==> config.mk <==
export PLATFORM = sky130hd
export DESIGN_NAME = memory_32_4_ram
export DESIGN_NICKNAME = d
export VERILOG_FILES = /design/src/rtl/memory_32_4_ram_pkg.sv /design/src/rtl/memory_32_4_ram.sv
export SDC_FILE = /design/constraint.sdc
export NUM_CORES = 1
export LEC_CHECK = 0
export CORE_UTILIZATION = 40
export DETAILED_ROUTE_END_ITERATION = 6
export PLACE_DENSITY = 0.57
export SLEW_MARGIN = 10
export SYNTH_ARGS = -nofsm -noshare
export SYNTH_HDL_FRONTEND = slang
export SYNTH_SLANG_ARGS = --single-unit
==> constraint.sdc <==
create_clock -name clk -period 5.7 [get_ports clk]
set_input_delay 0.57 -clock clk [delete_from_list [all_inputs] [get_ports clk]]
set_output_delay 0.57 -clock clk [all_outputs]
set_load 0.02 [all_outputs]
==> src/rtl/memory_32_4_ram_pkg.sv <==
// Shared types for the 32-bit x 16-word tap memory leaf and its wrappers.
// Field order of mem_int is fixed; wrapper aliases must stay layout-identical.
package memory_32_4_ram_pkg;

   localparam int unsigned DATA_W = 32;
   localparam int unsigned ADDR_W = 4;
   localparam int unsigned DEPTH  = 2 ** ADDR_W;

   typedef struct packed {
      logic [ADDR_W-1:0] rd_address;
      logic              rd_vld;
      logic [ADDR_W-1:0] wr_address;
      logic              wr_vld;
   } mem_int;

   typedef mem_int mem_int_32_4;

endpackage

==> src/rtl/memory_32_4_ram.sv <==
// 16 x 32 simple dual-port RAM: one write port, one registered read port (read-first).
// Array contents are never cleared so taps preloaded into memory_32_4_memory survive reset.
module memory_32_4_ram
   import memory_32_4_ram_pkg::*;
(
   input  logic              clk,
   input  logic              reset,
   input  mem_int            m,
   input  logic [DATA_W-1:0] m_wr_data,
   output logic [DATA_W-1:0] m_rd_data
);

   reg [DATA_W-1:0] memory_32_4_memory [0:DEPTH-1];

   // Writes ignore reset on purpose.
   always_ff @(posedge clk) begin
      if (m.wr_vld) begin
         memory_32_4_memory[m.wr_address] <= m_wr_data;
      end
   end

   always_ff @(posedge clk) begin
      if (reset) begin
         m_rd_data <= '0;
      end else if (m.rd_vld) begin
         m_rd_data <= memory_32_4_memory[m.rd_address];
      end
   end

endmodule

## Word-level counts from Yosys, hierarchy flattened

Memories as Yosys holds them, arrays and structs flattened. A register that Yosys moved wholly into a read port is not among the register bits.
Cells that the tools add are included.

| storage, ports and cells | value |
|---|---|
| memories kept | 1 |
| flip-flop bits (word level) | 0 |
| bits in writable memories | 512 |
| input port bits | 44 |
| output and inout port bits | 32 |

| cells by class | value |
|---|---|
| multiplexer cells | 2 |

Memory list:

| memory | depth | bits a word | rd ports | clocked after memory_dff | wr ports | line | RTL |
|---|---|---|---|---|---|---|---|
| memory_32_4_memory | 16 | 32 | 1 | 1 | 1 | memory_32_4_ram.sv:13 | `reg [DATA_W-1:0] memory_32_4_memory [0:DEPTH-1];` |

Operator list:

| operator | count |
|---|---|
| two-way mux 1 bit | 2 |

## Longest topological paths before layout

Gate-level depths: netlist of the first run.

| depth | value |
|---|---|
| depth in word-level cells | 2 |
| mapped depth | 7 |
| depth with buffers taken out | 4 |

## Least setup slack after synthesis of the first run

Ideal clock, no wire load.

| timing path | value |
|---|---|
| kind | input to register |
| start point | input port m[3] (netlist bit) |
| end point | memory memory_32_4_memory[0][0] (enable) |
| buffers on the path | 0 |
| setup time | 0.461 ns |
| required time | 5.239 ns |
| stages on the path | 2 |
| slack | 1.950 ns |
| data arrival time | 3.288 ns |
| cell sequence | or3b_2 nor3_1 |

RTL lines:

| element | line | RTL |
|---|---|---|
| start: declaration | memory_32_4_ram.sv:8 | `input mem_int m,` |
| end: declaration | memory_32_4_ram.sv:13 |  |

No word-level cell before the write port.

## Final worst setup path of the first run

| timing path | value |
|---|---|
| start point | input port m[1] (netlist bit) |
| end point | memory memory_32_4_memory[13][10] (enable) |

No word-level cell before the write port.

==> results of run 1 <==
layout make-up:
type	count	area, sq um
Timing Repair Buffer	104	986
Fill cell	4441	27300
Antenna cell	1	2.50
Tap cell	680	851
Clock inverter	34	374
Clock buffer	65	1410
Sequential cell	544	16000
Multi-Input combinational cell	606	4540
how the worst min path moves through the flow:
stage,depth (start not counted),endpoint
final,2,m_rd_data[30]
after global placement,2,m_rd_data[22]
after global routing,2,m_rd_data[4]
after CTS,2,m_rd_data[30]
after floorplan,2,m_rd_data[0]
after detailed placement,2,m_rd_data[30]
cell usage in the layout (no fill, tap or decap), types with 10 or more instances in the layout:
master           count
a21oi_1             54
a21oi_2             10
a22oi_1             64
buf_4               28
clkbuf_16           53
clkdlybuf4s50_1     74
clkinv_2            14
dfxtp_1             32
edfxtp_1           512
mux2i_1            256
nand2_1             97
nand3_1             97
nor2_4              14
metrics by stage:
stage	instances	area (sq um)	setup WS, ns	hold WS, ns
2_1_floorplan	1216	20900	1.95	0.534
3_3_place_gp	1934	22400	2.55	0.467
3_5_place_dp	1934	22400	2.47	0.465
4_1_cts	2033	24200	3.09	0.474
5_1_grt	2033	24200	2.97	0.499
6_report	2034	24200	3.10	0.464
power groups by stage:
stage | logic (uW) | clock network, uW | registers [uW]
2_1_floorplan | 246 | 0 | 4600
3_3_place_gp | 458 | 0 | 4580
3_5_place_dp | 463 | 0 | 4590
4_1_cts | 465 | 3630 | 4500
5_1_grt | 496 | 3770 | 4510
6_report | 459 | 3560 | 4500
routing by layer:
layer	GRT usage (%)	part of all wire, %	wire length [um]
met1	24.9	47	21600
met2	27.6	46	21300
met3	2.75	5.0	2290
met4	5.34	2.1	947
met5	0	0	0
flip-flops by register name, summed over array words and instances (netlist names):
register            cells
m_rd_data              32
memory_32_4_memory    512
tightest hold or removal path, stage by stage, from the launching register on:
cell and delay (ns):
dfxtp_1 0.31, nand2_1 0.05, nand3_1 0.05
logic make-up after synthesis:
group	count (synthesis)
flip-flops	544
multiplexers	256
AND/OR/NAND/NOR	222
AO/OA/AOI/OAI	128
buffers and inverters	66
==> flow_summary.yaml, run 1 <==
clock_tree:
  cts.reportedPaths.clkPinSlew_ns: 0.06
  cts_htree_levels: 2
  hold_buffers: 0
  clock_latency_ns: 0.59
  cts_buffer_depth: 3
  post_cts_buffers: 0
  cts_tree: "done"
  cts_resized: 0
  cts.sinks: 544
  numCtsBuffers: 53
  cts-root-buf: "clkbuf_16"
placement:
  dp_hpwl_mm: 23.4
  gp_congestion: 0.726
  portBuffers: 75
global_route:
  grt_antenna_before_repair: 1
  grt_pass1_wl_mm: 68.7
  first_global_vias: 10913
  grtUsageTotal_pct: 17.5
  grt_max_degree: 92
  globalRoute.totalOverflow: 0
synth:
  synth-xor-area-share_pct: 0
  ys_types: 25
  synth-simple-area-share_pct: 4.75
  ys_seq_area_share_pct: 76.4
  async_reset_ff_share_pct: 0
  synthesis.area_sq_mm: 0.0209
  syn_inst: 1216
  ys_warn_count: 0
  synth_top_family_by_area: "multiplexers"
  yosys.area_share.adder_pct: 0
  synth_edf_count: 512
  ys_top_cells_by_area: "edfxtp_1, mux2i_1, dfxtp_1"
  yosysTopAreaCell: "edfxtp_1"
  synth_compound_area_share_pct: 4.00
  yosys-top-cells-count: "edfxtp_1, mux2i_1, nand2_1, nand3_1, a22oi_1"
  syn_nets: 1260
  synth-seq-cells: 544
  yosysMostFrequentCell: "edfxtp_1"
  syn_area_per_cell_sq_um: 17.2
  synth_mux_area_share_pct: 12.2
  synthFlopType: "edfxtp_1"
  synthDominantCellAreaShare_pct: 73.4
layout:
  fin_nets: 1353
  drive_gt1_share_pct: 10.8
  syn_to_final_growth_pct: 15.4
  utilization_pct: 46.9
setup_path:
  crit_path_end_kind: "flip-flop"
  slowest_delay_ns: 0.88
  timing.rr.end: "m_rd_data[30]"
  crit_cells: 4
  r2r_start: "memory_32_4_memory[15][30]"
  cp.required_ns: 5.96
  crit_path_end: "memory_32_4_memory[13][10]"
  crit_buf_inv: 2
  path_class: "input pin to flip-flop"
  r2r_cells: 4
  rrSetupSlack_ns: 4.67
  crit_path_start: "m[1]"
  critPathTopFamily: "simple AND/OR/NAND/NOR gates"
  crit_chain: "clkdlybuf4s50_1 -> nand2b_1 -> nor2_4 -> buf_4"
  start_kind: "input pin"
  critPathSlowestCell: "nor2_4"
  worstPathMaxFanout: 21
  crit_arrival_ns: 2.86
power:
  p_comb_share_pct: 5.4
  intPower_uw: 6760
  power_uw: 8520
  switching_share_pct: 20.7
  leakage_uw: 0.00836
  switchingPower_uw: 1760
  sequentialPowerShare_pct: 52.8
  clkPwrFrac_pct: 41.8
  powerDensity_mw_per_mm2: 352
  irDropWorstVdd_v: 0.000209
job:
  cap_violations: 0
sta:
  max_freq_ghz: 0.385
  fin_setup_tns_ns: 0
  skew_ns: 0.0148
  hold_viol: 0
  setup_viol: 0
  slew_violations: 0
  max_slew.worst_pin.slew_ns: 1.15
  fin_crit_sh_pct: 45.6
  min_period_ns: 2.60
  slew_headroom_pct: 23.6
  rsz0062_at_grt: "false"
floorplan:
  die_h_um: 231
  initial_core_util_pct: 40.7
  core_area_sq_mm: 0.0515
  dieArea_sq_mm: 0.0533
  num_io_pins: 76
  rows: 83
  die_w_um: 231
worst_hold_path:
  worst_hold_startpoint: "m_rd_data[30]"
  hold_path.class: "flip-flop to flip-flop"
drt:
  vias: 10814
  ant_nets: 0
  firstDrtPassIters: 7
  viasPerCell: 5.32
  drt_wl_total_mm: 46.2
  drtIter0Drc: 886
  routedWlPerCell_um: 22.7
  drcViolationCount: 0
run_status:
  status: "complete, no violations"
Note: power is estimated with default switching activity, not from simulation.
==> run 2, diff against run 1 <==
--- a/config.mk
+++ b/config.mk
@@ -7,7 +7,7 @@
 export LEC_CHECK = 0
 export CORE_UTILIZATION = 40
 export DETAILED_ROUTE_END_ITERATION = 6
-export PLACE_DENSITY = 0.57
+export PLACE_DENSITY = 0.59
 export SLEW_MARGIN = 10
 export SYNTH_ARGS = -nofsm -noshare
 export SYNTH_HDL_FRONTEND = slang
==> constraint.sdc (replaced) <==
create_clock -name clk -period 2.15 [get_ports clk]
set_input_delay 0.215 -clock clk [delete_from_list [all_inputs] [get_ports clk]]
set_output_delay 0.215 -clock clk [all_outputs]
set_load 0.02 [all_outputs]
==> run 2 against run 1 <==
Clock skew fell by 0.0016 ns. Final cell count rose by 1.6%. Critical path type is now flip-flop to output pin. Highest routed layer is now met5. Die area did not move. Combinational power rose to 2.9 times the previous value. Clock power rose to 2.5 times the previous value.
==> flow_summary.yaml, run 2 (synthesis gave the netlist of run 1 again) <==
run_status:
  status: "complete, no violations"
placement:
  portBuffers: 75
  dp_hpwl_mm: 25.7
  gp_congestion: 0.716
sta:
  hold_viol: 0
  max_freq_ghz: 0.538
  rsz0062_at_grt: "false"
  slew_headroom_pct: 59.8
  holdWs_ns: 0.253
  setup_viol: 0
  slew_violations: 0
  max_slew.worst_pin.slew_ns: 0.601
  fin_crit_sh_pct: 86.5
  skew_ns: 0.0132
  min_period_ns: 1.86
layout:
  diodes: 0
  multi_input_area_sq_mm: 0.00456
  fill_cells: 4333
  reg.largest.list: "memory_32_4_memory (512), m_rd_data (32)"
  seqCellArea_sq_mm: 0.0160
  largest_reg_flops: 512
  fin_nets: 1386
  utilization_pct: 48.2
  syn_to_final_growth_pct: 18.4
  drive_gt1_share_pct: 11.8
  final_common_cell: "edfxtp_1"
  top_register: "memory_32_4_memory"
  layout_common_cells: "edfxtp_1, mux2i_1, nand2_1, nand3_1, clkdlybuf4s50_1"
drt:
  wl_met2_mm: 20.5
  ant_nets: 0
  firstDrtPassIters: 6
  vias: 10886
  drt_wl_total_mm: 45.3
  drcViolationCount: 0
  drtIter0Drc: 791
  viasPerCell: 5.27
  top_layer: "met5"
  routedWlPerCell_um: 21.9
  dr_wl_met3_mm: 2.32
  wl_met1_mm: 21.7
floorplan:
  initial_core_util_pct: 40.7
  rows: 83
  core_area_sq_mm: 0.0515
  dieArea_sq_mm: 0.0533
  num_io_pins: 76
  die_h_um: 231
  die_w_um: 231
global_route:
  grtUsageTotal_pct: 17.2
  grt_antenna_before_repair: 1
  grt_max_degree: 65
  globalRoute.totalOverflow: 0
  grt_pass1_wl_mm: 68.8
  first_global_vias: 10936
clock_tree:
  numCtsBuffers: 54
  cts-root-buf: "clkbuf_16"
  cts.reportedPaths.clkPinSlew_ns: 0.06
  post_cts_buffers: 0
  clock_latency_ns: 0.60
  cts.sinks: 544
  cts_tree: "done"
  hold_buffers: 0
  cts_resized: 0
  cts_htree_levels: 2
  cts_buffer_depth: 3
worst_hold_path:
  min_delay_path_depth: 5
  hold_path.class: "input pin to flip-flop"
  worst_hold_startpoint: "m[8]"
  min_delay_worst_endpoint: "m_rd_data[17]"
setup_path:
  path_class: "flip-flop to output pin"
  start_kind: "flip-flop"
  crit_path_end_kind: "output pin"
  crit_chain: "clkdlybuf4s50_1"
  critPathTopFamily: "buffers and inverters"
  critPathSlowestCell: "clkdlybuf4s50_1"
  cp.required_ns: 1.93
  r2r_cells: 4
  crit_arrival_ns: 1.64
  rrSetupSlack_ns: 1.13
  r2r_start: "memory_32_4_memory[7][13]"
  timing.rr.end: "m_rd_data[13]"
  slowest_delay_ns: 0.72
  crit_buf_inv: 1
  worstPathMaxFanout: 2
power:
  leakage_uw: 0.00860
  powerDensity_mw_per_mm2: 897
  irDropWorstVdd_v: 0.000657
job:
  cap_violations: 0
==> run 2: area by class of cell <==
class                   count  share of cell area (%)
clock buffers              79                    6.07
clock inverters            21                   0.761
multi-input cells         606                    18.4
flip-flops and latches    544                    64.5
well taps                 680                    3.43
repair buffers            136                    6.81
==> run 2: worst max path at each step <==
stage | start | endpoint | slack [ns] | depth (start not counted)
finish | m_rd_data[12] | m_rd_data[12] | 0.29 | 1
global route | m_rd_data[12] | m_rd_data[12] | 0.18 | 1
CTS | m_rd_data[12] | m_rd_data[12] | 0.24 | 1
detailed placement | m[3] | memory_32_4_memory[0][0] | 0.04 | 4
global placement | m[0] | memory_32_4_memory[0][0] | 0.06 | 4
floorplan | m[3] | memory_32_4_memory[1][0] | -0.39 | 2
==> run 2: metal layers <==
layer / vias up / track usage, %
met4: 2 / 3.75
met2: 260 / 26.1
met5: - / 0
met3: 54 / 3.26
li1: 4989 / -
met1: 5581 / 25.7
==> run 2: where the power goes <==
part / switching (uW) / total [uW] / internal, uW
sequential: 83.2 / 11900 / 11800
combinational: 798 / 1320 / 524
clock: 3800 / 9000 / 5200
==> run 2: per-stage QoR <==
step | TNS [ns] | instances | area (sq um) | setup WS, ns | power (uW)
2_1_floorplan | -40.92 | 1216 | 21000 | -0.393 | 12800
3_3_place_gp | 0 | 1966 | 23100 | 0.0571 | 13500
3_5_place_dp | 0 | 1966 | 23100 | 0.0384 | 13500
4_1_cts | 0 | 2066 | 24800 | 0.242 | 22500
5_1_grt | 0 | 2066 | 24800 | 0.181 | 23000
6_report | 0 | 2066 | 24800 | 0.291 | 22200
